File: config.mk
export PLATFORM = sky130hd
export DESIGN_NAME = seq010_tx
export DESIGN_NICKNAME = d
export VERILOG_FILES = /design/src/rtl/seq010_tx.sv
export SDC_FILE = /design/constraint.sdc
export NUM_CORES = 1
export LEC_CHECK = 0
export ABC_AREA = 1
export BUFFER_PORTS_ARGS = -buffer_cell sky130_fd_sc_hd__clkbuf_2
export CORE_ASPECT_RATIO = 1.2
export CORE_MARGIN = 2
export CORE_UTILIZATION = 57
export CTS_CLUSTER_SIZE = 28
export DETAILED_ROUTE_END_ITERATION = 7
export HOLD_SLACK_MARGIN = 0.1
export PLACE_DENSITY = 0.78
export SYNTH_ARGS = -nofsm -noshare
export SYNTH_HDL_FRONTEND = slang
export SYNTH_SLANG_ARGS = --single-unit
File: constraint.sdc
create_clock -name clk -period 1.65 [get_ports clk]
set_input_delay 0.165 -clock clk [delete_from_list [all_inputs] [get_ports clk]]
set_output_delay 0.165 -clock clk [all_outputs]
set_load 0.03 [all_outputs]
File: src/rtl/seq010_tx.sv
// Serial frame transmitter for the 0-1-0 sync line: preamble 010, MSB-first data
// with a stuffed '1' after every "01" pair, then a "11" guard. Line idles high.
module seq010_tx #(
  parameter int DATA_W       = 8,
  parameter int CLKS_PER_BIT = 1
) (
  input  logic                         clk,
  input  logic                         rst,
  input  logic [DATA_W-1:0]            in_data,
  input  logic                         in_valid,
  output logic                         in_ready,
  output logic                         tx,
  output logic                         busy,
  output logic                         frame_done,
  output logic [$clog2(DATA_W+1)-1:0]  stuff_cnt
);

  localparam int CW = $clog2(DATA_W + 1);
  localparam int TW = (CLKS_PER_BIT > 1) ? $clog2(CLKS_PER_BIT) : 1;

  typedef enum logic [2:0] {
    S_IDLE,
    S_PRE,
    S_DATA,
    S_STUFF,
    S_GUARD
  } state_e;

  state_e            state_q, state_d;
  logic [TW-1:0]     timer_q, timer_d;
  logic [1:0]        idx_q, idx_d;
  logic [CW-1:0]     bit_cnt_q, bit_cnt_d;
  logic [DATA_W-1:0] shift_q, shift_d;
  logic              prev_q, prev_d;
  logic [CW-1:0]     stuff_cnt_q, stuff_cnt_d;
  logic              tx_q, tx_d;
  logic              ready_q, ready_d;
  logic              busy_q, busy_d;
  logic              done_q, done_d;

  logic              bit_end;
  logic [1:0]        hist;
  logic [DATA_W-1:0] shift_n;

  // History of the last two line bits: the previous completed bit and the bit on the line now.
  assign hist    = {prev_q, tx_q};
  assign bit_end = (timer_q == TW'(CLKS_PER_BIT - 1));
  assign shift_n = shift_q << 1;

  always_comb begin
    // NOTE: every variable gets a default first so no path leaves it unassigned (no latches).
    state_d     = state_q;
    timer_d     = timer_q;
    idx_d       = idx_q;
    bit_cnt_d   = bit_cnt_q;
    shift_d     = shift_q;
    prev_d      = prev_q;
    stuff_cnt_d = stuff_cnt_q;
    tx_d        = tx_q;
    ready_d     = ready_q;
    busy_d      = busy_q;
    done_d      = 1'b0;

    if (state_q != S_IDLE) begin
      timer_d = bit_end ? '0 : timer_q + TW'(1);
      if (bit_end) prev_d = tx_q;
    end

    case (state_q)
      S_IDLE: begin
        if (in_valid && ready_q) begin
          state_d     = S_PRE;
          shift_d     = in_data;
          stuff_cnt_d = '0;
          idx_d       = '0;
          bit_cnt_d   = '0;
          timer_d     = '0;
          tx_d        = 1'b0;
          ready_d     = 1'b0;
          busy_d      = 1'b1;
        end
      end
      S_PRE: begin
        if (bit_end) begin
          if (idx_q == 2'd2) begin
            state_d = S_DATA;
            tx_d    = shift_q[DATA_W-1];
          end else begin
            idx_d = idx_q + 2'd1;
            tx_d  = (idx_q == 2'd0);
          end
        end
      end
      S_DATA: begin
        if (bit_end) begin
          shift_d   = shift_n;
          bit_cnt_d = bit_cnt_q + CW'(1);
          // The guard's leading '1' already breaks a trailing "01", so no stuff after the last bit.
          if (bit_cnt_q == CW'(DATA_W - 1)) begin
            state_d = S_GUARD;
            idx_d   = '0;
            tx_d    = 1'b1;
          end else if (hist == 2'b01) begin
            state_d     = S_STUFF;
            stuff_cnt_d = stuff_cnt_q + CW'(1);
            tx_d        = 1'b1;
          end else begin
            tx_d = shift_n[DATA_W-1];
          end
        end
      end
      S_STUFF: begin
        if (bit_end) begin
          state_d = S_DATA;
          tx_d    = shift_q[DATA_W-1];
        end
      end
      S_GUARD: begin
        if (bit_end) begin
          if (idx_q[0]) begin
            state_d = S_IDLE;
            done_d  = 1'b1;
            ready_d = 1'b1;
            busy_d  = 1'b0;
            tx_d    = 1'b1;
          end else begin
            idx_d = 2'd1;
          end
        end
      end
      default: begin
        state_d = S_IDLE;
        tx_d    = 1'b1;
        ready_d = 1'b1;
        busy_d  = 1'b0;
      end
    endcase
  end

  // NOTE: reset is synchronous, so it is tested inside the clocked block rather than in the sensitivity list.
  always_ff @(posedge clk) begin
    if (rst) begin
      // NOTE: sequential state uses non-blocking assignments so all flops update together.
      state_q     <= S_IDLE;
      timer_q     <= '0;
      idx_q       <= '0;
      bit_cnt_q   <= '0;
      shift_q     <= '0;
      prev_q      <= 1'b1;
      stuff_cnt_q <= '0;
      tx_q        <= 1'b1;
      ready_q     <= 1'b1;
      busy_q      <= 1'b0;
      done_q      <= 1'b0;
    end else begin
      state_q     <= state_d;
      timer_q     <= timer_d;
      idx_q       <= idx_d;
      bit_cnt_q   <= bit_cnt_d;
      shift_q     <= shift_d;
      prev_q      <= prev_d;
      stuff_cnt_q <= stuff_cnt_d;
      tx_q        <= tx_d;
      ready_q     <= ready_d;
      busy_q      <= busy_d;
      done_q      <= done_d;
    end
  end

  assign in_ready   = ready_q;
  assign tx         = tx_q;
  assign busy       = busy_q;
  assign frame_done = done_q;
  assign stuff_cnt  = stuff_cnt_q;

endmodule

==> results of run 1 <==
## worst register-to-register path, delay by kind of cell (launching register included)
| kind | cells | cell delay, ps |
|---|---|---|
| flops | 1 | 390 |
| compound gates | 1 | 130 |
| simple gates | 4 | 490 |
| fa+ha+maj | 1 | 250 |
| buf+inv | 1 | 110 |
## cell type report
class / count / area share
clock buffers: 4 / 0.0154
inverters: 16 / 0.0380
flip-flops and latches: 27 / 0.317
multi-input cells: 166 / 0.534
well taps: 33 / 0.0241
repair buffers: 22 / 0.0716
## layer usage
| layer | GRT usage | routed length [µm] |
|---|---|---|
| met1 | 0.307 | 1580 |
| met5 | 0 | 0 |
| met4 | 0.0549 | 29 |
| met3 | 0.0335 | 101 |
| met2 | 0.396 | 1550 |
## metrics by stage
stage	worst slack, ps	hold WS (ps)
finish	169	181
global placement	84.1	435
global route	47.8	196
CTS	37.9	187
detailed placement	72.8	438
floorplan	284	234
## cells in the final DEF, fill, tap and decap left out, types with 2 or more instances in the layout
| master | count |
|---|---|
| clkbuf_2 | 18 |
| nand2_4 | 2 |
| nand3_2 | 5 |
| nand2_1 | 49 |
| xor2_1 | 3 |
| dfxtp_2 | 2 |
| nor2_4 | 3 |
| o21ai_0 | 10 |
| nand3_4 | 2 |
| or2_2 | 2 |
| nor2_1 | 28 |
| nand4_1 | 4 |
| nand2_2 | 3 |
| buf_4 | 3 |
| nor2_2 | 4 |
| o211ai_1 | 2 |
| clkbuf_4 | 3 |
| a21oi_1 | 20 |
| inv_2 | 3 |
| o21ai_1 | 2 |
| ha_1 | 4 |
| dfxtp_1 | 25 |
| nand3_1 | 17 |
| inv_1 | 11 |
| inv_4 | 2 |
## report_power, final
group / internal, mW / total (mW) / switching [mW] / leakage (nW)
Clock: 0.0947 / 0.290 / 0.195 / 0.0150
Sequential: 0.860 / 1.05 / 0.192 / 0.222
Combinational: 0.662 / 1.95 / 1.29 / 0.547
Total: 1.62 / 3.29 / 1.68 / 0.784
## what timing repair did
action                                 in CTS  in global routing
buffers inserted                            0                  0
gates resized for setup                     0                  3
setup endpoints to repair                   0                 11
endpoints found under the hold margin       1                  0
hold buffers                                1                  0
## path summary, 6_finish.rpt
| path | endpoint |
|---|---|
| max | tx$_SDFFE_PP1P_ |
| min | bit_cnt_q[2]$_SDFFE_PP0P_ |
| max reg2reg | tx$_SDFFE_PP1P_ |
| min reg2reg | shift_q[3]$_SDFFE_PP0P_ |
## state kept, by name, summed over array words and instances, names as in the netlist, 2 cells and up
register,cells
state_q,3
bit_cnt_q,4
idx_q,2
shift_q,8
stuff_cnt,4
## synthesized netlist by cell type (all sizes together)
cell type | instances | area (µm²)
a31oi | 1 | 6.26
buf | 7 | 68.8
clkbuf | 2 | 7.51
nor3 | 1 | 5.00
or2 | 2 | 12.5
inv | 16 | 65.1
nand3 | 24 | 170
nand2 | 54 | 225
a21oi | 22 | 118
o311ai | 1 | 8.76
nand4 | 4 | 25.0
dfxtp | 27 | 541
o21ai | 12 | 60.1
ha | 4 | 50.1
o211ai | 2 | 15.0
nor2 | 36 | 184
xor2 | 3 | 26.3
## kinds of logic after synthesis
group                      after synthesis
and+or+nand+nor                        121
AOI/OAI and AO/OA                       38
DFF                                     27
buffers and inverters                   25
adders and majority gates                4
xor gates and xnor gates                 3
==> flow_summary.rst, run 1 <==
.. list-table::
   :header-rows: 1

   * - Metric
     - Value
   * - Setup violators final
     - 0
   * - Max stage delay cell, worst path
     - dfxtp_1
   * - DRC violation count after routing
     - 0
   * - Initial standard-cell utilization of the core
     - 0.610
   * - Basic-gate share of the synthesized area counting and, or, nand and nor cells
     - 0.392
   * - Unrepaired setup endpoints after global routing
     - false
   * - Upper clock frequency limit
     - 675 MHz
   * - Family with the most delay on the worst path
     - simple AND/OR/NAND/NOR gates
   * - Post-detailed-route count of antenna-violating nets
     - 0
   * - Deepest level of the CTS H-tree
     - 1
   * - Hold Crit Class
     - input port to register
   * - Share of the synthesized area in compound gates (AO/OA/AOI/OAI)
     - 0.131
   * - Highest cell delay on the worst timing path
     - roughly 390 ps
   * - Yosys warning total
     - 0
   * - Clock buffer depth
     - 2
   * - Post-detailed-route via-to-cell ratio
     - about 5.3
   * - Post-synthesis adder-cell area fraction
     - 0.0315
   * - Area used by multi-input combinational logic
     - between 900 and 1000 µm²
   * - Die area
     - around 3200 µm²
   * - Layout Nets
     - 251
   * - Hold Path Depth
     - 2
   * - Data required time at the worst endpoint
     - 1870 ps
   * - Finished Layout Cells
     - about 270
   * - Wire length reported by the detailed router
     - between 3000 and 4000 µm
   * - Detailed-placement wirelength estimate
     - around 2400 µm
   * - Kind of start point of the critical path
     - register
   * - Largest family of logic cells by synthesized area
     - simple AND/OR/NAND/NOR gates
   * - Worst reg2reg path depth
     - 7
   * - Insertion delay to the later sink of the worst-skew pair
     - about 330 ps
   * - CP max FO
     - 4
   * - Total number of clock tree sinks
     - 27
   * - First drt pass iteration count
     - 4
   * - Clock tree from TritonCTS
     - yes
   * - Final hold violation count
     - 0
   * - Reg clk slew, reported paths
     - roughly 150 ps
   * - Number of buffers added on ports
     - 18
   * - Final setup skew
     - between 9 and 10 ps
   * - Number of antenna violations at the first check in global routing
     - 0
   * - Worst hold path startpoint
     - rst
   * - Routability Congestion
     - between 0.7 and 0.8
   * - Synthesized area per cell
     - 7.28 µm²
   * - Layout cell share with drive strength beyond 1
     - 0.234
   * - Total of fill cells in the finished design
     - 260
   * - Post-route clock period utilization
     - 0.898
   * - Initial DRC Count
     - 27
   * - Sequential area share after synthesis
     - 0.340
   * - Multiplexer fraction of the synthesized cell area
     - 0
   * - Kind of end point of the critical path
     - register
   * - Cells along the critical path
     - inv_1 -> ha_1 -> or2_2 -> a31oi_1 -> nand3_1 -> nand2_1 -> nand3_1
   * - Crit path buf inv count
     - 1
   * - Die width
     - 52.2 µm
   * - Maximum vdd drop
     - 0.990 mV
   * - Cell Count Post-Placement
     - between 200 and 300
   * - Area Overhead vs Synth
     - 7.80%
   * - Number of max-slew violations in the final report
     - 0
   * - Setup TNS
     - 0 ps
   * - Slew margin rel.
     - 0.688
   * - Xor-xnor portion of the synthesized cell area
     - 0.0165
   * - Launching element of the worst setup path
     - idx_q[0]$_SDFFE_PP0P_
   * - Sequential cell area
     - approximately 540 µm²
   * - GR Overflow Total
     - 0
   * - Total power density per cell area
     - 1920 nW/µm²
   * - Clock buffers created by TritonCTS
     - 3
   * - Status
     - finished clean
   * - Average wire per standard cell
     - 12.2 µm
   * - Number of I/O pins
     - 19
   * - Cells after Synth
     - around 220
   * - Total Routing Usage GR
     - 0.230
   * - Number of synthesized register bits
     - 27
   * - Maximum number of pins on one net before global-route repair
     - 19
   * - Post-Synthesis Net Count
     - between 200 and 250
   * - CP dominant cell by count
     - nand3_1
   * - Post-route core utilization
     - 0.658
   * - Die Y
     - approximately 62 µm
   * - First-pass GRT wire length
     - roughly 5600 µm
   * - Standard-cell rows
     - 20
   * - Slew at the pin closest to its max-slew limit
     - between 400 and 500 ps
   * - Via count of the routed design
     - 1,427
   * - Leak Pwr
     - slightly below 0.8 nW
   * - Final Power
     - 3.29 mW
   * - Max cap viols
     - 0
   * - CP Depth
     - 7
   * - CP Data Arrival Time
     - approximately 1700 ps
   * - Type of the worst setup path
     - register to register
   * - Minimum clock period after layout
     - 1480 ps
   * - Antenna diode instance count
     - 0
   * - Register-to-register setup slack
     - roughly 170 ps
   * - Start of the worst register-to-register path
     - idx_q[0]$_SDFFE_PP0P_
   * - Count of cell types in the netlist
     - 30
   * - Vias in the first global route
     - ~1,200
   * - Post-Synthesis Cell Area
     - between 1500 and 2000 µm²
   * - Cell at the root of the clock tree
     - clkbuf_4
   * - Placed instance area
     - approximately 1700 µm²
   * - Area of the core
     - approximately 2600 µm²
   * - Post-route design area
     - around 1700 µm²
(Power assumes the default switching activity.)
==> run 2, diff against run 1 <==
--- a/config.mk
+++ b/config.mk
@@ -6,12 +6,12 @@
 export NUM_CORES = 1
 export LEC_CHECK = 0
 export ABC_AREA = 1
-export BUFFER_PORTS_ARGS = -buffer_cell sky130_fd_sc_hd__clkbuf_2
 export CORE_ASPECT_RATIO = 1.2
 export CORE_MARGIN = 2
-export CORE_UTILIZATION = 57
+export CORE_UTILIZATION = 62
 export CTS_CLUSTER_SIZE = 28
 export DETAILED_ROUTE_END_ITERATION = 7
+export DONT_BUFFER_PORTS = 1
 export HOLD_SLACK_MARGIN = 0.1
 export PLACE_DENSITY = 0.78
 export SYNTH_ARGS = -nofsm -noshare
==> run 2 against run 1 <==
  * Register-to-register slack barely moved
  * Cell area about the same
  * Clock skew is 2.0 ps lower
  * Via count increased by 1.8%
  * Highest routed layer unchanged
==> flow_summary.rst, run 2 (synthesis gave the netlist of run 1 again) <==
.. list-table::
   :header-rows: 1

   * - Metric
     - Value
   * - Final setup skew
     - 7.18 ps (-2.04 ps)
   * - Slew at the pin closest to its max-slew limit
     - 484 ps (+16.8 ps)
   * - DRC violation count after routing
     - 0 (unchanged)
   * - Post-detailed-route via-to-cell ratio
     - 5.61 (+5.3%)
   * - Status
     - finished clean
   * - Setup violators final
     - 0 (unchanged)
   * - Clock buffer depth
     - 2 (unchanged)
   * - Setup WS post-layout
     - 165 ps (-4.15 ps)
   * - Kind of end point of the critical path
     - register
   * - Routability Congestion
     - 0.886 (+12%)
   * - Wire length reported by the detailed router
     - 3450 µm (+5.6%)
   * - Layout cell share with drive strength beyond 1
     - 0.181 (-0.0526)
   * - Die area
     - 2980 µm² (-7.5%)
   * - Area Overhead vs Synth
     - 7.72% (about the same)
   * - Cells along the critical path
     - inv_1 -> ha_1 -> or2_2 -> a31oi_1 -> nand3_1 -> nand2_1 -> nand3_1
   * - Detailed-placement wirelength estimate
     - 2530 µm (+7.3%)
   * - Type of the worst setup path
     - register to register
   * - Worst reg2reg path depth
     - 7 (unchanged)
   * - Clock buffers created by TritonCTS
     - 3 (unchanged)
   * - Number of flip-flops in the largest register
     - 8 (unchanged)
   * - Via count of the routed design
     - 1,452 (+1.8%)
   * - Met3 wirelength from detailed routing
     - 172 µm (+70%)
   * - GR Overflow Total
     - 0 (unchanged)
   * - Deepest level of the CTS H-tree
     - 1 (unchanged)
   * - Number of antenna violations at the first check in global routing
     - 0 (unchanged)
   * - CP max FO
     - 4 (unchanged)
   * - Die Y
     - 59.4 µm (-3.9%)
   * - Total power density per cell area
     - 1960 nW/µm² (+1.8%)
   * - Initial standard-cell utilization of the core
     - 0.641 (+0.0308)
   * - Number of max-slew violations in the final report
     - 0 (unchanged)
   * - Maximum number of pins on one net before global-route repair
     - 19 (unchanged)
   * - Cell at the root of the clock tree
     - clkbuf_4
   * - Pint
     - 1.65 mW (+2.3%)
   * - First drt pass iteration count
     - 5 (+1)
   * - Most common library cell in the layout ignoring fill and taps
     - nand2_1
   * - Number of I/O pins
     - 19 (unchanged)
   * - Final Power
     - 3.35 mW (+1.8%)
   * - Worst setup slack before clock tree synthesis
     - 75.7 ps (+2.83 ps)
   * - Kind of start point of the critical path
     - register
   * - Total Routing Usage GR
     - 0.252 (+0.0220)
   * - Antenna diode instance count
     - 0 (unchanged)
   * - Register ranked first by flip-flop count
     - shift_q
   * - Sequential share of power
     - 0.312 (-0.008)
   * - Average wire per standard cell
     - 13.3 µm (+9.3%)
   * - Top library cells by usage in the layout, fill and taps aside
     - nand2_1, nor2_1, dfxtp_1
   * - Cell Count Post-Placement
     - 250 (-4.9%)
   * - Slew margin rel.
     - 0.677 (-0.0119)
   * - Length of routed met2 wiring
     - 1810 µm (+16%)
   * - Leak Pwr
     - 0.752 nW (-4.0%)
   * - Insertion delay to the later sink of the worst-skew pair
     - 340 ps (about the same)
   * - First-pass GRT wire length
     - 5840 µm (+4.3%)
   * - Comb pwr share
     - 0.600 (+0.008)
   * - CP Data Arrival Time
     - 1700 ps (about the same)
   * - Area of the core
     - 2480 µm² (-4.8%)
   * - Hold Crit Class
     - input port to register
   * - Highest routed metal layer
     - met4
   * - Total number of clock tree sinks
     - 27 (unchanged)
   * - Post-detailed-route count of antenna-violating nets
     - 0 (unchanged)
   * - Post-route clock period utilization
     - 0.900 (+0.00252)
   * - CP dominant cell by count
     - nand3_1
   * - Switching Power
     - 1.70 mW (+1.3%)
   * - Final hold violation count
     - 0 (unchanged)
   * - Fraction of power consumed by the clock network
     - 0.088 (about the same)
   * - Finished Layout Cells
     - 259 (-3.4%)
   * - Vias in the first global route
     - 1,284 (+4.1%)
   * - Setup TNS
     - 0 ps (unchanged)
   * - Hold Path Depth
     - 4 (+2)
   * - Initial DRC Count
     - 54 (+100%)
   * - Max stage delay cell, worst path
     - dfxtp_1
   * - Clock tree from TritonCTS
     - yes
   * - Layout Nets
     - 242 (-3.6%)
   * - Highest cell delay on the worst timing path
     - 400 ps (about the same)
   * - Number of buffers added on ports
     - 0 (-18)
   * - Standard-cell rows
     - 20 (unchanged)
   * - Maximum vdd drop
     - 0.947 mV (-4.3%)
   * - Upper clock frequency limit
     - 673 MHz (-0.28%)
   * - Hold slack
     - 104 ps (-77.0 ps)
   * - Max cap viols
     - 0 (unchanged)
   * - Unrepaired setup endpoints after global routing
     - false
   * - Data required time at the worst endpoint
     - 1870 ps (about the same)
   * - Minimum clock period after layout
     - 1490 ps (+4.15 ps)
   * - Reg clk slew, reported paths
     - 150 ps (about the same)
   * - Routed length on met1
     - 1430 µm (-9.5%)
   * - Switching Fraction
     - 0.506 (-0.00246)
   * - Die width
     - 50.2 µm (-3.8%)
-- run 2: power groups by stage --
stage	Sequential (mW)	Combinational, mW	Clock, mW
5_1_grt	1.07	2.25	0.321
3_5_place_dp	1.06	1.95	0
3_3_place_gp	1.04	1.91	0
2_1_floorplan	1.07	1.61	0
4_1_cts	1.04	1.98	0.301
6_report	1.05	2.01	0.296
-- run 2: repair_timing --
action	4_1_cts	5_1_grt
hold endpoints to repair	14	0
gates resized for setup	0	2
setup endpoints to repair	0	11
hold buffers	5	0
buffers inserted	0	0
-- run 2: worst paths after layout --
path,from,endpoint,slack [ps]
worst min register to register,shift_q[3]$_SDFFE_PP0P_,shift_q[3]$_SDFFE_PP0P_,460
worst max-delay path,idx_q[0]$_SDFFE_PP0P_,tx$_SDFFE_PP1P_,160
worst max register to register,idx_q[0]$_SDFFE_PP0P_,tx$_SDFFE_PP1P_,160
worst min-delay path,in_data[4],shift_q[4]$_SDFFE_PP0P_,100
-- run 2: final cells by class --
cell class              instances  area [µm²]
inverters                      16        65.1
clock buffers                   4        26.3
fillers                       218         767
flip-flops and latches         27         542
well taps                      33        41.3
multi-input cells             166         913
repair buffers                 13         123
-- run 2: critical path, delay by kind of cell, from the launching register on --
| family | cells | cell delay, ps |
|---|---|---|
| simple gates | 4 | 480 |
| compound gates | 1 | 130 |
| flops | 1 | 400 |
| buf+inv | 1 | 120 |
| fa+ha+maj | 1 | 250 |
-- run 2: routing by layer --
layer | up-vias | GRT usage
met5 | - | 0
met2 | 59 | 0.449
met1 | 656 | 0.313
li1 | 732 | -
met3 | 5 | 0.0354
met4 | 0 | 0.0754
-- run 2: stage by stage --
stage / instance area, µm² / utilization
final: 1710 / 0.690
after CTS: 1700 / 0.687
after floorplan: 1590 / -
after global placement: 1630 / 0.656
after global routing: 1710 / 0.690
after detailed placement: 1630 / 0.656
